### config.mk
export PLATFORM = sky130hd
export DESIGN_NAME = if_id_skid_reg_flat
export DESIGN_NICKNAME = d
export VERILOG_FILES = /design/src/rtl/if_id_skid_reg_pkg.sv /design/src/rtl/if_id_skid_reg_if.sv /design/src/rtl/if_id_skid_reg_skid_buffer.sv /design/src/rtl/if_id_skid_reg.sv /design/src/flat_wrapper.sv
export SDC_FILE = /design/constraint.sdc
export NUM_CORES = 1
export LEC_CHECK = 0
export CORE_AREA = 2 2 125 127
export CTS_CLUSTER_SIZE = 8
export DETAILED_ROUTE_END_ITERATION = 12
export DIE_AREA = 0 0 127 129
export PLACE_DENSITY = 0.87
export SYNTH_ARGS = -nofsm -noshare
export SYNTH_HDL_FRONTEND = slang
export SYNTH_SLANG_ARGS = --single-unit
export TNS_END_PERCENT = 1
### constraint.sdc
create_clock -name clk -period 2.6 [get_ports clk]
set_input_delay 0.39 -clock clk [delete_from_list [all_inputs] [get_ports clk]]
set_output_delay 0.39 -clock clk [all_outputs]
set_load 0.02 [all_outputs]
### src/rtl/if_id_skid_reg_pkg.sv
// -----------------------------------------------------------------------------
// pipe_pkg
// Shared types and constants for the IF/ID pipeline boundary.
//   XLEN / ILEN      : default PC and instruction widths
//   NOP_INSTR        : addi x0,x0,0, shown to decode when no entry is valid
//   if_id_payload_t  : one fetched instruction with its PC and predictor hint
//   skid_state_e     : occupancy of the two-entry skid buffer
// -----------------------------------------------------------------------------
package pipe_pkg;

  localparam int XLEN = 32;
  localparam int ILEN = 32;

  localparam logic [31:0] NOP_INSTR = 32'h0000_0013;

  typedef struct packed {
    logic [ILEN-1:0] instr;
    logic [XLEN-1:0] pc;
    logic            pred_taken;
  } if_id_payload_t;

  // EMPTY: nothing held; ONE: main entry valid; FULL: main and skid valid.
  typedef enum logic [1:0] {
    EMPTY = 2'd0,
    ONE   = 2'd1,
    FULL  = 2'd2
  } skid_state_e;

endpackage

### src/rtl/if_id_skid_reg_if.sv
// -----------------------------------------------------------------------------
// if_id_skid_reg_if
// Fetch-side and decode-side handshake bundle of the IF/ID register.
//   in_valid/in_ready, instr_in, pc_in, pred_taken_in        : fetch -> register
//   out_valid/out_ready, instr_out, pc_out, pred_taken_out   : register -> decode
// Modports:
//   slave  : the IF/ID register itself
//   master : the surrounding pipeline (fetch + decode)
// -----------------------------------------------------------------------------
interface if_id_skid_reg_if #(
  parameter int XLEN = 32,
  parameter int ILEN = 32
) ();

  logic            in_valid;
  logic            in_ready;
  logic [ILEN-1:0] instr_in;
  logic [XLEN-1:0] pc_in;
  logic            pred_taken_in;

  logic            out_valid;
  logic            out_ready;
  logic [ILEN-1:0] instr_out;
  logic [XLEN-1:0] pc_out;
  logic            pred_taken_out;

  modport slave (
    input  in_valid, instr_in, pc_in, pred_taken_in, out_ready,
    output in_ready, out_valid, instr_out, pc_out, pred_taken_out
  );

  modport master (
    output in_valid, instr_in, pc_in, pred_taken_in, out_ready,
    input  in_ready, out_valid, instr_out, pc_out, pred_taken_out
  );

endinterface

### src/rtl/if_id_skid_reg_skid_buffer.sv
// -----------------------------------------------------------------------------
// skid_buffer
// Generic valid/ready register slice with an optional second (skid) entry and
// a synchronous flush.
//   clk, rst_n               : clock, asynchronous active-low reset
//   flush_i                  : drop every held entry and any same-cycle enqueue
//   in_valid_i/in_ready_o    : producer handshake, in_data_i sampled on enqueue
//   out_valid_o/out_ready_i  : consumer handshake, out_data_o is the main entry
// SKID_EN=1: two entries, in_ready_o comes straight from a flop.
// SKID_EN=0: one entry, in_ready_o = !out_valid_o || out_ready_i.
// out_data_o keeps the last main entry after it drains or is flushed; the
// caller decides what to present while out_valid_o is low.
// -----------------------------------------------------------------------------
module skid_buffer
  import pipe_pkg::*;
#(
  parameter int W       = 8,
  parameter bit SKID_EN = 1'b1
) (
  input  logic         clk,
  input  logic         rst_n,
  input  logic         flush_i,
  input  logic         in_valid_i,
  output logic         in_ready_o,
  input  logic [W-1:0] in_data_i,
  output logic         out_valid_o,
  input  logic         out_ready_i,
  output logic [W-1:0] out_data_o
);

  skid_state_e  state_q, state_d;
  logic [W-1:0] m_q, m_d;
  logic [W-1:0] s_q, s_d;
  logic         enq, deq;

  assign out_valid_o = (state_q != EMPTY);
  assign out_data_o  = m_q;
  assign enq         = in_valid_i && in_ready_o;
  assign deq         = out_valid_o && out_ready_i;

  // NOTE: every variable gets a default before any branch so no path leaves it
  // unassigned -- that is what keeps this block from inferring latches.
  always_comb begin
    state_d = state_q;
    m_d     = m_q;
    s_d     = s_q;
    if (flush_i) begin
      // Flush wins: a same-cycle dequeue has already happened on the consumer
      // side, and a same-cycle enqueue is simply not captured.
      state_d = EMPTY;
    end else begin
      case (state_q)
        EMPTY: begin
          if (enq) begin
            state_d = ONE;
            m_d     = in_data_i;
          end
        end
        ONE: begin
          if (enq && deq) begin
            m_d = in_data_i;
          end else if (enq) begin
            // Only reachable with the skid entry present; without it in_ready
            // is low whenever ONE is stalled.
            state_d = FULL;
            s_d     = in_data_i;
          end else if (deq) begin
            state_d = EMPTY;
          end
        end
        FULL: begin
          if (deq) begin
            state_d = ONE;
            m_d     = s_q;
          end
        end
        default: state_d = EMPTY;
      endcase
    end
  end

  // NOTE: payload registers are reset as well as the state, because the
  // idle outputs (pc_out, pred_taken_out) are defined right after reset.
  // NOTE: sequential state is updated with <= so all flops sample the same
  // pre-edge values regardless of statement order.
  always_ff @(posedge clk or negedge rst_n) begin
    if (!rst_n) begin
      state_q <= EMPTY;
      m_q     <= '0;
    end else begin
      state_q <= state_d;
      m_q     <= m_d;
    end
  end

  if (SKID_EN) begin : g_skid
    logic in_ready_q;

    always_ff @(posedge clk or negedge rst_n) begin
      if (!rst_n) begin
        s_q        <= '0;
        in_ready_q <= 1'b1;
      end else begin
        s_q        <= s_d;
        in_ready_q <= (state_d != FULL);
      end
    end

    assign in_ready_o = in_ready_q;
  end else begin : g_no_skid
    logic unused_s_d;

    assign s_q        = '0;
    assign unused_s_d = ^s_d;
    assign in_ready_o = !out_valid_o || out_ready_i;
  end

endmodule

### src/rtl/if_id_skid_reg.sv
// -----------------------------------------------------------------------------
// if_id_skid_reg
// IF/ID pipeline boundary register with valid/ready on both sides.
//   clk, rst_n  : clock, asynchronous active-low reset
//   flush_i     : branch/exception redirect, empties the register
//   bus (slave) : fetch handshake (in_*) and decode handshake (out_*)
//   stall_cnt   : saturating count of cycles with out_valid && !out_ready
// Wraps skid_buffer and adds the NOP bubble on instr_out, the predictor-hint
// clearing after a flush, and the backpressure counter.
// -----------------------------------------------------------------------------
module if_id_skid_reg #(
  parameter int              XLEN        = pipe_pkg::XLEN,
  parameter int              ILEN        = pipe_pkg::ILEN,
  parameter logic [ILEN-1:0] NOP_INSTR   = ILEN'(pipe_pkg::NOP_INSTR),
  parameter bit              SKID_EN     = 1'b1,
  parameter int              STALL_CNT_W = 16
) (
  input  logic                   clk,
  input  logic                   rst_n,
  input  logic                   flush_i,
  if_id_skid_reg_if.slave        bus,
  output logic [STALL_CNT_W-1:0] stall_cnt
);

  localparam int PW = ILEN + XLEN + 1;

  typedef struct packed {
    logic [ILEN-1:0] instr;
    logic [XLEN-1:0] pc;
    logic            pred_taken;
  } payload_t;

  payload_t                 in_pl;
  payload_t                 m_pl;
  logic                     m_valid;
  logic                     flushed_q;
  logic [STALL_CNT_W-1:0]   stall_q;

  assign in_pl = '{instr: bus.instr_in, pc: bus.pc_in, pred_taken: bus.pred_taken_in};

  skid_buffer #(
    .W       (PW),
    .SKID_EN (SKID_EN)
  ) u_skid (
    .clk         (clk),
    .rst_n       (rst_n),
    .flush_i     (flush_i),
    .in_valid_i  (bus.in_valid),
    .in_ready_o  (bus.in_ready),
    .in_data_i   (in_pl),
    .out_valid_o (m_valid),
    .out_ready_i (bus.out_ready),
    .out_data_o  (m_pl)
  );

  // Idle bubble: decode sees a NOP whenever nothing valid is held. pc_out
  // keeps the last entry's PC; the hint keeps its value after a normal drain
  // but is forced low after a flush until the next valid entry shows up.
  assign bus.out_valid      = m_valid;
  assign bus.instr_out      = m_valid ? m_pl.instr : NOP_INSTR;
  assign bus.pc_out         = m_pl.pc;
  assign bus.pred_taken_out = m_pl.pred_taken && (m_valid || !flushed_q);

  always_ff @(posedge clk or negedge rst_n) begin
    if (!rst_n) begin
      flushed_q <= 1'b0;
    end else if (flush_i) begin
      flushed_q <= 1'b1;
    end else if (m_valid) begin
      flushed_q <= 1'b0;
    end
  end

  // Counts decode-side backpressure; flush does not touch it, only reset.
  always_ff @(posedge clk or negedge rst_n) begin
    if (!rst_n) begin
      stall_q <= '0;
    end else if (m_valid && !bus.out_ready && (stall_q != '1)) begin
      stall_q <= stall_q + STALL_CNT_W'(1);
    end
  end

  assign stall_cnt = stall_q;

endmodule
### src/flat_wrapper.sv
// flat-port wrapper written by rule: the top's interface ports become plain ports
module if_id_skid_reg_flat 
#(
  parameter int              XLEN        = pipe_pkg::XLEN,
  parameter int              ILEN        = pipe_pkg::ILEN,
  parameter logic [ILEN-1:0] NOP_INSTR   = ILEN'(pipe_pkg::NOP_INSTR),
  parameter bit              SKID_EN     = 1'b1,
  parameter int              STALL_CNT_W = 16
)
  (clk, rst_n, flush_i, stall_cnt, bus_in_valid, bus_instr_in, bus_pc_in, bus_pred_taken_in, bus_out_ready, bus_in_ready, bus_out_valid, bus_instr_out, bus_pc_out, bus_pred_taken_out);
  if_id_skid_reg_if #(.XLEN(XLEN), .ILEN(ILEN)) bus_i ();
  input  logic clk;
  input  logic rst_n;
  input  logic flush_i;
  output logic [STALL_CNT_W-1:0] stall_cnt;
  input wire logic [$bits(bus_i.in_valid)-1:0] bus_in_valid;
  input wire logic [$bits(bus_i.instr_in)-1:0] bus_instr_in;
  input wire logic [$bits(bus_i.pc_in)-1:0] bus_pc_in;
  input wire logic [$bits(bus_i.pred_taken_in)-1:0] bus_pred_taken_in;
  input wire logic [$bits(bus_i.out_ready)-1:0] bus_out_ready;
  output wire logic [$bits(bus_i.in_ready)-1:0] bus_in_ready;
  output wire logic [$bits(bus_i.out_valid)-1:0] bus_out_valid;
  output wire logic [$bits(bus_i.instr_out)-1:0] bus_instr_out;
  output wire logic [$bits(bus_i.pc_out)-1:0] bus_pc_out;
  output wire logic [$bits(bus_i.pred_taken_out)-1:0] bus_pred_taken_out;
  assign bus_i.in_valid = bus_in_valid;
  assign bus_i.instr_in = bus_instr_in;
  assign bus_i.pc_in = bus_pc_in;
  assign bus_i.pred_taken_in = bus_pred_taken_in;
  assign bus_i.out_ready = bus_out_ready;
  assign bus_in_ready = bus_i.in_ready;
  assign bus_out_valid = bus_i.out_valid;
  assign bus_instr_out = bus_i.instr_out;
  assign bus_pc_out = bus_i.pc_out;
  assign bus_pred_taken_out = bus_i.pred_taken_out;
  if_id_skid_reg #(.XLEN(XLEN), .ILEN(ILEN), .NOP_INSTR(NOP_INSTR), .SKID_EN(SKID_EN), .STALL_CNT_W(STALL_CNT_W)) u_core (.clk(clk), .rst_n(rst_n), .flush_i(flush_i), .bus(bus_i), .stall_cnt(stall_cnt));
endmodule
==> results of run 1 <==
==> routing by layer <==
metal / wire length (um) / vias up / share of wire [%]
li1: - / 2006 / -
met1: 6830 / 2222 / 46
met2: 7070 / 155 / 47
met3: 866 / 22 / 5.8
met4: 215 / 0 / 1.4
met5: 0 / - / 0
==> cells by family (layout without fill, tap and decap cells) <==
family / after synthesis / in the layout / share of synthesized area (%)
AOI/OAI and AO/OA: 7 / 7 / 0.715
DFF: 150 / 150 / 51.1
buffers and inverters: 60 / 198 / 7.07
muxes: 197 / 197 / 32.7
xor gates and xnor gates: 15 / 15 / 1.79
adders and majority gates: 1 / 1 / 0.170
and+or+nand+nor: 78 / 78 / 6.42
==> cell type report <==
class                   instances  area share, %
well taps                     188           2.50
inverters                       2         0.0796
clock buffers                  25           5.47
clock inverters                 7           1.73
multi-input cells             298           32.7
repair buffers                164           17.7
flip-flops and latches        150           39.9
==> synthesized netlist by cell type (5+ instances only) <==
library cell	n	area, sq um
nand2_1	7	26.3
mux2_2	146	1640
nand4_1	8	50.1
mux2_4	50	751
buf_2	5	25.0
buf_12	5	100
buf_4	33	248
xor2_1	11	96.3
nor4_1	5	31.3
nor2b_1	29	181
nor3_1	6	30.0
dfrtp_1	149	3730
buf_6	11	124
==> metrics by stage <==
stage | hold WS [ns] | instances
2_1_floorplan | 0.0944 | 508
3_3_place_gp | 0.449 | 802
3_5_place_dp | 0.463 | 802
4_1_cts | 0.0174 | 834
5_1_grt | 0.0370 | 834
6_report | -0.0200 | 834
==> where the power goes <==
| group | leakage [nW] | switching [mW] | internal, mW |
|---|---|---|---|
| clock network | 0.330 | 0.922 | 1.86 |
| registers | 1.82 | 0.345 | 2.92 |
| logic | 2.00 | 0.732 | 1.12 |
==> state kept, by name, indices dropped and copies added (netlist names) <==
name,cells
u_core.stall_cnt,16
u_core.u_skid.out_data_o,65
u_core.u_skid.state_q,2
u_core.u_skid.s_q,65
u_core.u_skid.in_ready_o,1
u_core.flushed_q,1
==> timing repair <==
item | in CTS | in global routing
gates resized for setup | 0 | 3
setup buffers | 0 | 0
endpoints found under the hold margin | 0 | 0
setup endpoints to repair | 0 | 15
==> worst paths after layout <==
path / from / endpoint / slack (ns) / cells after the start
max: u_core.u_skid.state_q[1] / bus_instr_out[25] / 0.13 / 5
min: rst_n / u_core.u_skid.out_data_o[37] / -0.02 / 1
max reg2reg: u_core.stall_cnt[0] / u_core.stall_cnt[1] / 0.60 / 6
min reg2reg: u_core.flushed_q / u_core.flushed_q / 0.49 / 1
max in group asynchronous: rst_n / u_core.u_skid.out_data_o[41] / 1.87 / 2
min in group clk: u_core.flushed_q / u_core.flushed_q / 0.49 / 1
==> qor.yml, run 1 <==
ys_warn_count: 0
grt_pass1_wl_um: 24600
busiest_layer: "met2"
gp_routability_congestion: 0.866
routed_wl_um: 15000
fin_nets: 704
placed_area_sq_um: 8740
critPathSlowestCell: "clkdlybuf4s50_1"
grt.overflow.total: 0
power_density_nw_per_um2: 837
die_w_um: 127
antenna_found_initial: 0
async_flop_share_pct: 100
violations: "hold timing"
area_delta_synth_final_pct: 28.3
yosysSeqAreaShare_pct: 51.1
tns_ns: 0
multi_input_area_sq_um: 3080
wl_per_cell_um: 18.0
synth-edff-count: 0
endpoint_kind: "output port"
viasPerCell: 5.28
timing.fmax_ghz: 0.406
num_vias: 4405
cp_max_fo: 21
grt_pass1_vias: 4897
grt_use_total_pct: 19.0
rows: 45
cts_buffers: 17
worstPathBufferInverterCount: 3
tightest_slew_ns: 0.694
fin_ws_ns: 0.135
status: "complete, but fails checks"
layout_common_cells: "clkdlybuf4s50_1, dfrtp_1, mux2_2"
finalSetupViolations: 0
grt_max_degree: 77
die_h_um: 129
synthCells: 508
mappedNetlistNets: 579
syn-cell-area_sq_um: 7350
grtUsageMet1_pct: 24.8
final-seq-area_sq_um: 3760
clk_path_buf_depth: 2
cap_viol_max_count: 0
drt_iter0_markers: 172
fin_area_sq_um: 9430
min_period_ns: 2.47
worstSkewPairLatency_ns: 0.41
avgSynthCellArea_sq_um: 14.5
finalCritPeriodShare_pct: 94.8
finalClockSkew_ns: 0.00827
slew_headroom_pct: 53.7
drive_above_1_share_pct: 38.7
cts_tree: "built"
diodes: 0
cts.sinks: 150
die_area_sq_um: 16400
hold_violations: 11
fin_util_pct: 62.9
power_mw: 7.89
path_cells: "nor2_2, buf_6, buf_4, nor2b_1, clkdlybuf4s50_1"
ys_seq_elements: 150
use_met2_pct: 30.6
ios: 153
clk_root_buffer_cell: "clkbuf_16"
final_common_cell: "clkdlybuf4s50_1"
start_util_pct: 49.1
yosys_most_used_dff: "dfrtp_1"
num-fill-cells: 1079
cpPeakStageDelay_ns: 0.54
finalMaxSlewViolations: 0
ys_types: 37
detail_route.first_pass.iterations: 4
grt_use_met3_pct: 5.24
coreArea_sq_um: 15000
htreeDepth: 4
dp_hpwl_um: 9920
place_ws_ns: 0.352
ir_worst_vdd_mv: 0.497
p_leak_nw: 4.15
crit_family: "buffers and inverters"
rsz0062_at_grt: "no"
cts_hold_buf: 0
worst-setup-path-type: "reg -> out"
drc_errors: 0
hold_ws_ns: -0.0200
hold_class: "in -> async"
ant_nets: 0
cts.clk_slew.worst_paths_ns: 0.06
worstSetupStartpointType: "register"
cp.required_ns: 2.21
cp.arrival_ns: 2.08
port_buffers: 152
Note: power is estimated with default switching activity, not from simulation.
==> run 2, diff against run 1 <==
--- a/config.mk
+++ b/config.mk
@@ -13,4 +13,4 @@
 export SYNTH_ARGS = -nofsm -noshare
 export SYNTH_HDL_FRONTEND = slang
 export SYNTH_SLANG_ARGS = --single-unit
-export TNS_END_PERCENT = 1
+export TNS_END_PERCENT = 10
==> results of run 2 <==
Same layout as run 1: the final DEF is identical, and so are final timing and power.
